## config.mk

```make
export PLATFORM = sky130hd
export DESIGN_NAME = hack_cpu_ctrl
export DESIGN_NICKNAME = d
export VERILOG_FILES = /design/src/rtl/hack_pkg.sv /design/src/rtl/hack_jump_cond.sv /design/src/rtl/hack_cpu_ctrl.sv
export SDC_FILE = /design/constraint.sdc
export NUM_CORES = 1
export LEC_CHECK = 0
export CELL_PAD_IN_SITES_DETAIL_PLACEMENT = 0
export CELL_PAD_IN_SITES_GLOBAL_PLACEMENT = 1
export CORE_AREA = 3 3 141 143
export DETAILED_ROUTE_END_ITERATION = 6
export DIE_AREA = 0 0 144 146
export PLACE_DENSITY = 0.85
export SLEW_MARGIN = 30
export SYNTH_ARGS = -nofsm -noshare
export SYNTH_HDL_FRONTEND = slang
export SYNTH_SLANG_ARGS = --single-unit
```

## constraint.sdc

```tcl
create_clock -name clk -period 2 [get_ports clk]
set_input_delay 0.4 -clock clk [delete_from_list [all_inputs] [get_ports clk]]
set_output_delay 0.4 -clock clk [all_outputs]
set_load 0.01 [all_outputs]
```

## src/rtl/hack_pkg.sv

```systemverilog
// Shared definitions for the Hack CPU sequencer: word sizes, instruction
// field positions, sequencer state codes and the ALU control bundle.
package hack_pkg;

    localparam int HACK_WIDTH  = 16;
    localparam int HACK_ADDR_W = 15;

    // Bit positions inside a 16-bit Hack instruction word.
    localparam int CI      = 15;
    localparam int ABIT    = 12;
    localparam int CTRL_HI = 11;
    localparam int CTRL_LO = 6;
    localparam int DA      = 5;
    localparam int DD      = 4;
    localparam int DM      = 3;
    localparam int J_LT    = 2;
    localparam int J_EQ    = 1;
    localparam int J_GT    = 0;

    typedef logic [2:0] state_t;

    localparam state_t ST_FETCH  = 3'd0;
    localparam state_t ST_DECODE = 3'd1;
    localparam state_t ST_RDM    = 3'd2;
    localparam state_t ST_EXEC   = 3'd3;
    localparam state_t ST_WRM    = 3'd4;

    // Field order matches IR[11:6] so a plain cast maps the slice.
    typedef struct packed {
        logic zx;
        logic nx;
        logic zy;
        logic ny;
        logic f;
        logic no;
    } alu_ctrl_t;

endpackage

```

## src/rtl/hack_jump_cond.sv

```systemverilog
// Jump predicate of a Hack C-instruction: selects which of the ALU result
// sign classes (<0, =0, >0) cause a branch.
module hack_jump_cond
    import hack_pkg::*;
(
    input  logic [2:0] i_j,
    input  logic       i_zr,
    input  logic       i_ng,
    output logic       o_jmp
);

    logic w_lt;
    logic w_eq;
    logic w_gt;

    assign w_lt  = i_j[J_LT] & i_ng;
    assign w_eq  = i_j[J_EQ] & i_zr;
    assign w_gt  = i_j[J_GT] & ~i_ng & ~i_zr;
    assign o_jmp = w_lt | w_eq | w_gt;

endmodule

```

## src/rtl/hack_cpu_ctrl.sv

```systemverilog
// Multi-cycle Hack CPU sequencer: fetches from ROM, decodes C-instructions
// into ALU controls, owns A/D/PC and performs M reads/writes via req/ack.
module hack_cpu_ctrl
    import hack_pkg::*;
#(
    parameter int WIDTH  = HACK_WIDTH,
    parameter int ADDR_W = HACK_ADDR_W
) (
    input  logic              clk,
    input  logic              reset,
    output logic              rom_req,
    output logic [ADDR_W-1:0] rom_addr,
    input  logic              rom_ack,
    input  logic [WIDTH-1:0]  rom_data,
    output logic              mem_req,
    output logic              mem_we,
    output logic [ADDR_W-1:0] mem_addr,
    output logic [WIDTH-1:0]  mem_wdata,
    input  logic              mem_ack,
    input  logic [WIDTH-1:0]  mem_rdata,
    output logic [WIDTH-1:0]  alu_x,
    output logic [WIDTH-1:0]  alu_y,
    output logic              alu_zx,
    output logic              alu_nx,
    output logic              alu_zy,
    output logic              alu_ny,
    output logic              alu_f,
    output logic              alu_no,
    input  logic [WIDTH-1:0]  alu_out,
    input  logic              alu_zr,
    input  logic              alu_ng,
    output logic [ADDR_W-1:0] pc,
    output logic              halted_fetch
);

    // Handshake: a req is registered, and it and its addr/we/wdata stay
    // stable until the clock edge on which req && ack are both high; that
    // edge completes the transfer and req is low the following cycle. An ack
    // seen while req is low does nothing.

    state_t            r_state;
    logic [ADDR_W-1:0] r_pc;
    logic [ADDR_W-1:0] r_pc_next;
    logic [WIDTH-1:0]  r_a;
    logic [WIDTH-1:0]  r_d;
    logic [WIDTH-1:0]  r_ir;
    logic [WIDTH-1:0]  r_mreg;
    logic              r_rom_req;
    logic              r_mem_req;
    logic              r_mem_we;
    logic [ADDR_W-1:0] r_mem_addr;
    logic [WIDTH-1:0]  r_mem_wdata;

    logic              w_jmp;
    logic [ADDR_W-1:0] w_pc_inc;
    logic [ADDR_W-1:0] w_a_addr;
    logic [ADDR_W-1:0] w_exec_pc;
    logic              w_rom_done;
    logic              w_mem_done;
    alu_ctrl_t         w_ctrl;

    hack_jump_cond u_jump (
        .i_j   (r_ir[J_LT:J_GT]),
        .i_zr  (alu_zr),
        .i_ng  (alu_ng),
        .o_jmp (w_jmp)
    );

    // A is sampled before this instruction's own dest write, so the jump
    // target and the M address both see the pre-execution A.
    assign w_pc_inc   = r_pc + ADDR_W'(1);
    assign w_a_addr   = r_a[ADDR_W-1:0];
    assign w_exec_pc  = w_jmp ? w_a_addr : w_pc_inc;
    assign w_rom_done = r_rom_req && rom_ack;
    assign w_mem_done = r_mem_req && mem_ack;
    assign w_ctrl     = alu_ctrl_t'(r_ir[CTRL_HI:CTRL_LO]);

    always_ff @(posedge clk) begin
        if (reset) begin
            r_state     <= ST_FETCH;
            r_pc        <= '0;
            r_pc_next   <= '0;
            r_a         <= '0;
            r_d         <= '0;
            r_ir        <= '0;
            r_mreg      <= '0;
            r_rom_req   <= 1'b0;
            r_mem_req   <= 1'b0;
            r_mem_we    <= 1'b0;
            r_mem_addr  <= '0;
            r_mem_wdata <= '0;
        end else begin
            case (r_state)
                ST_FETCH: begin
                    if (w_rom_done) begin
                        r_ir      <= rom_data;
                        r_rom_req <= 1'b0;
                        r_state   <= ST_DECODE;
                    end else begin
                        r_rom_req <= 1'b1;
                    end
                end
                ST_DECODE: begin
                    if (!r_ir[CI]) begin
                        r_a       <= r_ir;
                        r_pc      <= w_pc_inc;
                        r_rom_req <= 1'b1;
                        r_state   <= ST_FETCH;
                    end else if (r_ir[ABIT]) begin
                        r_mem_req  <= 1'b1;
                        r_mem_we   <= 1'b0;
                        r_mem_addr <= w_a_addr;
                        r_state    <= ST_RDM;
                    end else begin
                        r_state <= ST_EXEC;
                    end
                end
                ST_RDM: begin
                    if (w_mem_done) begin
                        r_mreg    <= mem_rdata;
                        r_mem_req <= 1'b0;
                        r_state   <= ST_EXEC;
                    end
                end
                ST_EXEC: begin
                    if (r_ir[DA]) begin
                        r_a <= alu_out;
                    end
                    if (r_ir[DD]) begin
                        r_d <= alu_out;
                    end
                    if (r_ir[DM]) begin
                        r_mem_req   <= 1'b1;
                        r_mem_we    <= 1'b1;
                        r_mem_addr  <= w_a_addr;
                        r_mem_wdata <= alu_out;
                        r_pc_next   <= w_exec_pc;
                        r_state     <= ST_WRM;
                    end else begin
                        r_pc      <= w_exec_pc;
                        r_rom_req <= 1'b1;
                        r_state   <= ST_FETCH;
                    end
                end
                ST_WRM: begin
                    if (w_mem_done) begin
                        r_pc      <= r_pc_next;
                        r_mem_req <= 1'b0;
                        r_mem_we  <= 1'b0;
                        r_rom_req <= 1'b1;
                        r_state   <= ST_FETCH;
                    end
                end
                default: begin
                    r_rom_req <= 1'b0;
                    r_mem_req <= 1'b0;
                    r_mem_we  <= 1'b0;
                    r_state   <= ST_FETCH;
                end
            endcase
        end
    end

    assign rom_req      = r_rom_req;
    assign rom_addr     = r_pc;
    assign mem_req      = r_mem_req;
    assign mem_we       = r_mem_we;
    assign mem_addr     = r_mem_addr;
    assign mem_wdata    = r_mem_wdata;
    assign alu_x        = r_d;
    assign alu_y        = r_ir[ABIT] ? r_mreg : r_a;
    assign alu_zx       = w_ctrl.zx;
    assign alu_nx       = w_ctrl.nx;
    assign alu_zy       = w_ctrl.zy;
    assign alu_ny       = w_ctrl.ny;
    assign alu_f        = w_ctrl.f;
    assign alu_no       = w_ctrl.no;
    assign pc           = r_pc;
    assign halted_fetch = (r_state == ST_FETCH) && !w_rom_done;

endmodule

```

==> reports/results.md <==
### Run status
• status: complete, no violations

### Timing
• worst clock skew on the final layout: 7.17 ps
• RSZ-0062 raised after global routing: false
• worst setup margin: 39.5 ps
• final count of negative-setup-slack endpoints: 0
• number of endpoints with negative hold slack in the final report: 0
• relative slew slack: 0.571
• final critical-path share of the clock period: 0.980
• max-slew violations: 0
• min cycle time layout: 1960 ps
• actual slew at the worst max-slew pin: 643 ps
• Max Fclk: 510 MHz

### Clock tree
• Clock Root Buffer: sky130_fd_sc_hd__clkbuf_16
• TritonCTS clock tree: done
• clock latency of the later-clocked register in the worst-skew pair: 420 ps
• cts hold-fix bufs: 0
• clock transition at the registers of the reported paths: 60 ps
• number of buffers created by CTS: 17
• number of levels in the clock H-tree: 4
• Clock Tree Buf Depth: 2
• sinks on the clock net: 131

### Synth
• async set-or-reset flop fraction in the synthesized netlist: 0
• most used standard cell by instance count after synthesis: sky130_fd_sc_hd__nand2_1
• number of enable-type register cells in the synthesized netlist: 0
• post-synthesis cell count: 722
• number of distinct library cell variants in the gate-level netlist after synthesis: 61
• post-synthesis net count: 777
• combinational family with the most area after synthesis: simple AND/OR/NAND/NOR gates
• adder and majority gate portion of the synthesized area: 0.00211
• multiplexer fraction of the synthesized cell area: 0.0695
• most area-consuming cells after synthesis: sky130_fd_sc_hd__dfxtp_1 44%, sky130_fd_sc_hd__nand2_1 12%, sky130_fd_sc_hd__a21oi_1 8.0%, sky130_fd_sc_hd__nor2_1 3.8%, sky130_fd_sc_hd__mux2i_1 3.7%
• Avg Cell Area, Syn: 8.20 µm²
• predominant post-synthesis flop cell: sky130_fd_sc_hd__dfxtp_1
• Post-Synth XOR/XNOR Area: 0.0118
• synthesized flop and latch total: 131
• synthesized-area fraction occupied by and/or/nand/nor cells: 0.217
• cell types with the highest counts after synthesis: 191 x sky130_fd_sc_hd__nand2_1, 131 x sky130_fd_sc_hd__dfxtp_1, 95 x sky130_fd_sc_hd__a21oi_1, 60 x sky130_fd_sc_hd__nor2_1, 32 x sky130_fd_sc_hd__clkbuf_1
• area share of the leading cell type in the synthesized netlist: 0.443
• post-synthesis sequential area ratio: 0.443
• leading area contributor after synthesis: sky130_fd_sc_hd__dfxtp_1
• area fraction in compound gates after synthesis: 0.197
• Cell Area, Synth: 5920 µm²
• Synth Warn #: 0

### Pwr
• net switching share of the total power: 0.258
• VDD IR-drop max: 0.603 mV
• combinational group share of total power: 0.159
• proportion of power drawn by the clock network: 0.452
• standby leakage power: 3.13 nW
• internal power: 0.00538 W
• net switching component of the power: 0.00187 W
• power density normalized to cell area: 828 nW/µm²
• sequential fraction of design power: 0.389

### Detailed routing
• drt first-iter violations: 433
• via count: 5,833
• Met2 Wirelength: 9530 µm
• number of nets still failing antenna checks after routing: 0
• top layer in use: met5
• Detailed Route WL: 19,800 µm
• wire length per cell: 17.1 µm
• ratio of routed vias to standard cells: 5.05
• DRC violation count after routing: 0
• first drt pass iteration count: 6
• met3 routed WL: 1130 µm
• WL met1: 8690 µm

### Finish
• layout cell share with drive strength beyond 1: 0.171
• non-filler cells in the finished layout: 1,154
• ANT cells: 0
• post-layout utilization of the core: 0.468
• synthesis-to-finish area growth: 48.0%
• total number of nets in the final design: 962

### GRT
• overflow left after global routing: 0
• pin count of the biggest net entering global routing: 49
• wire length of the first global-routing pass: 30,900 µm
• Global Route Usage Sum: 0.187
• antenna violations before repair: 1
• via count of the first global-routing pass: 5,588

### Floorplan
• Site Rows: 50
• Initial Util: 0.317
• Core ar.: 18,700 µm²
• Die Span X: 144 µm
• DIE AREA: 21,000 µm²
• top-level I/O count: 157
• Chip Height: 146 µm

### Hold path
• kind of path behind the tightest hold check: in -> reg

### Job
• Max-Cap Viols: 0

### Place
• number of placed instances, taps included: 1,120
• GP Congestion: 0.867
• sum of net half-perimeters after detailed placement: 14,500 µm
• Placement Setup Slack: -207 ps
• # port buffers: 156

### Setup path
• data arrival time of the worst path: 1560 ps
• maximum fanout along the worst path: 8
• CP endpoint kind: output pin
• Critical Path Source Type: register
• internal reg-to-reg setup slack: 170 ps
• Critical Path RT: 1600 ps
• critical setup path kind: reg -> out

==> final timing paths <==
check / cells past startpoint / from / end
worst min-delay path: 2 / reset / mem_we$_SDFFE_PP0P_
worst max register to register: 6 / pc[0]$_SDFFE_PP0P_ / pc[10]$_SDFFE_PP0P_
worst max-delay path: 3 / r_ir[12]$_SDFFE_PP0P_ / alu_y[6]
worst min register to register: 2 / mem_wdata[4]$_SDFFE_PP0P_ / mem_wdata[4]$_SDFFE_PP0P_
==> power groups by stage <==
stage | Sequential [W] | Combinational [W] | Clock (W)
CTS | 0.00282 | 0.00115 | 0.00333
global route | 0.00283 | 0.00125 | 0.00343
detailed placement | 0.00287 | 0.00116 | 0
floorplan | 0.00288 | 0.000518 | 0
finish | 0.00282 | 0.00115 | 0.00328
global placement | 0.00287 | 0.00115 | 0
==> logic make-up (layout without fill, tap and decap cells) <==
logic type,Yosys count,in the layout
AOI/OAI and AO/OA,178,178
adders and majority gates,1,1
xor gates and xnor gates,8,8
DFF,131,131
muxes,39,39
buffers and inverters,71,269
and+or+nand+nor,294,294
==> critical path, cell delays in order (launching register included) <==
cell                            delay [ps]
sky130_fd_sc_hd__dfxtp_2               360
sky130_fd_sc_hd__buf_6                 150
sky130_fd_sc_hd__mux2_2                350
sky130_fd_sc_hd__dlygate4sd2_1         290
==> per-stage QoR <==
step                hold WS, ps  area [µm²]  total power [W]  setup TNS [ps]
finish                      358        8760          0.00725               0
global route                361        8760          0.00751               0
CTS                         345        8740          0.00729               0
detailed placement          446        8120          0.00404           -2770
global placement            439        8120          0.00403           -1860
floorplan                   431        5920          0.00340               0
==> flip-flops by register name, summed over array words and instances (netlist names) <==
register	count
mem_addr	15
r_ir	16
mem_req	1
alu_x	16
rom_req	1
mem_wdata	16
r_state	3
r_mreg	16
r_a	16
r_pc_next	15
pc	15
mem_we	1
==> layer usage <==
metal  global-route usage  vias up
met5                    0        -
met4               0.0579        2
met3               0.0430       30
met2                0.308      185
met1                0.242     2748
li1                     -     2868
==> placed cells by master (no fill, tap or decap), drive strengths merged, types with 3 or more instances in the layout <==
cell	Yosys	routed
dlygate4sd2	0	14
nand2b	4	4
nand4	4	4
a31oi	5	5
a211o	8	8
clkbuf	33	17
a211oi	9	9
or3	3	3
a221oi	5	5
clkdlybuf4s50	0	138
a311oi	21	21
mux2i	22	22
nor4	6	6
buf	33	79
o211ai	6	6
inv	5	5
mux2	17	17
o31ai	3	3
nand2	191	191
nor2	61	61
a21oi	96	96
o21ai	12	12
clkinvlp	0	3
bufinv	0	4
o221a	3	3
dfxtp	131	131
xnor2	6	6
nand3	9	9
nor3	3	3
clkinv	0	8
==> area by class of cell <==
cell class / count / area (µm²)
Clock inverter: 15 / 190
Clock buffer: 17 / 425
Tap cell: 234 / 293
Sequential cell: 131 / 2630
Inverter: 5 / 18.8
Timing Repair Buffer: 232 / 2240
Fill cell: 1819 / 9950
Multi-Input combinational cell: 520 / 2960
==> repair_timing <==
| action | in CTS | in global routing |
|---|---|---|
| endpoints found under the setup margin | 19 | 7 |
| setup buffers | 2 | 0 |
| gates resized for setup | 30 | 7 |
| pin swaps | 0 | 0 |
Note: power is estimated with default switching activity, not from simulation.
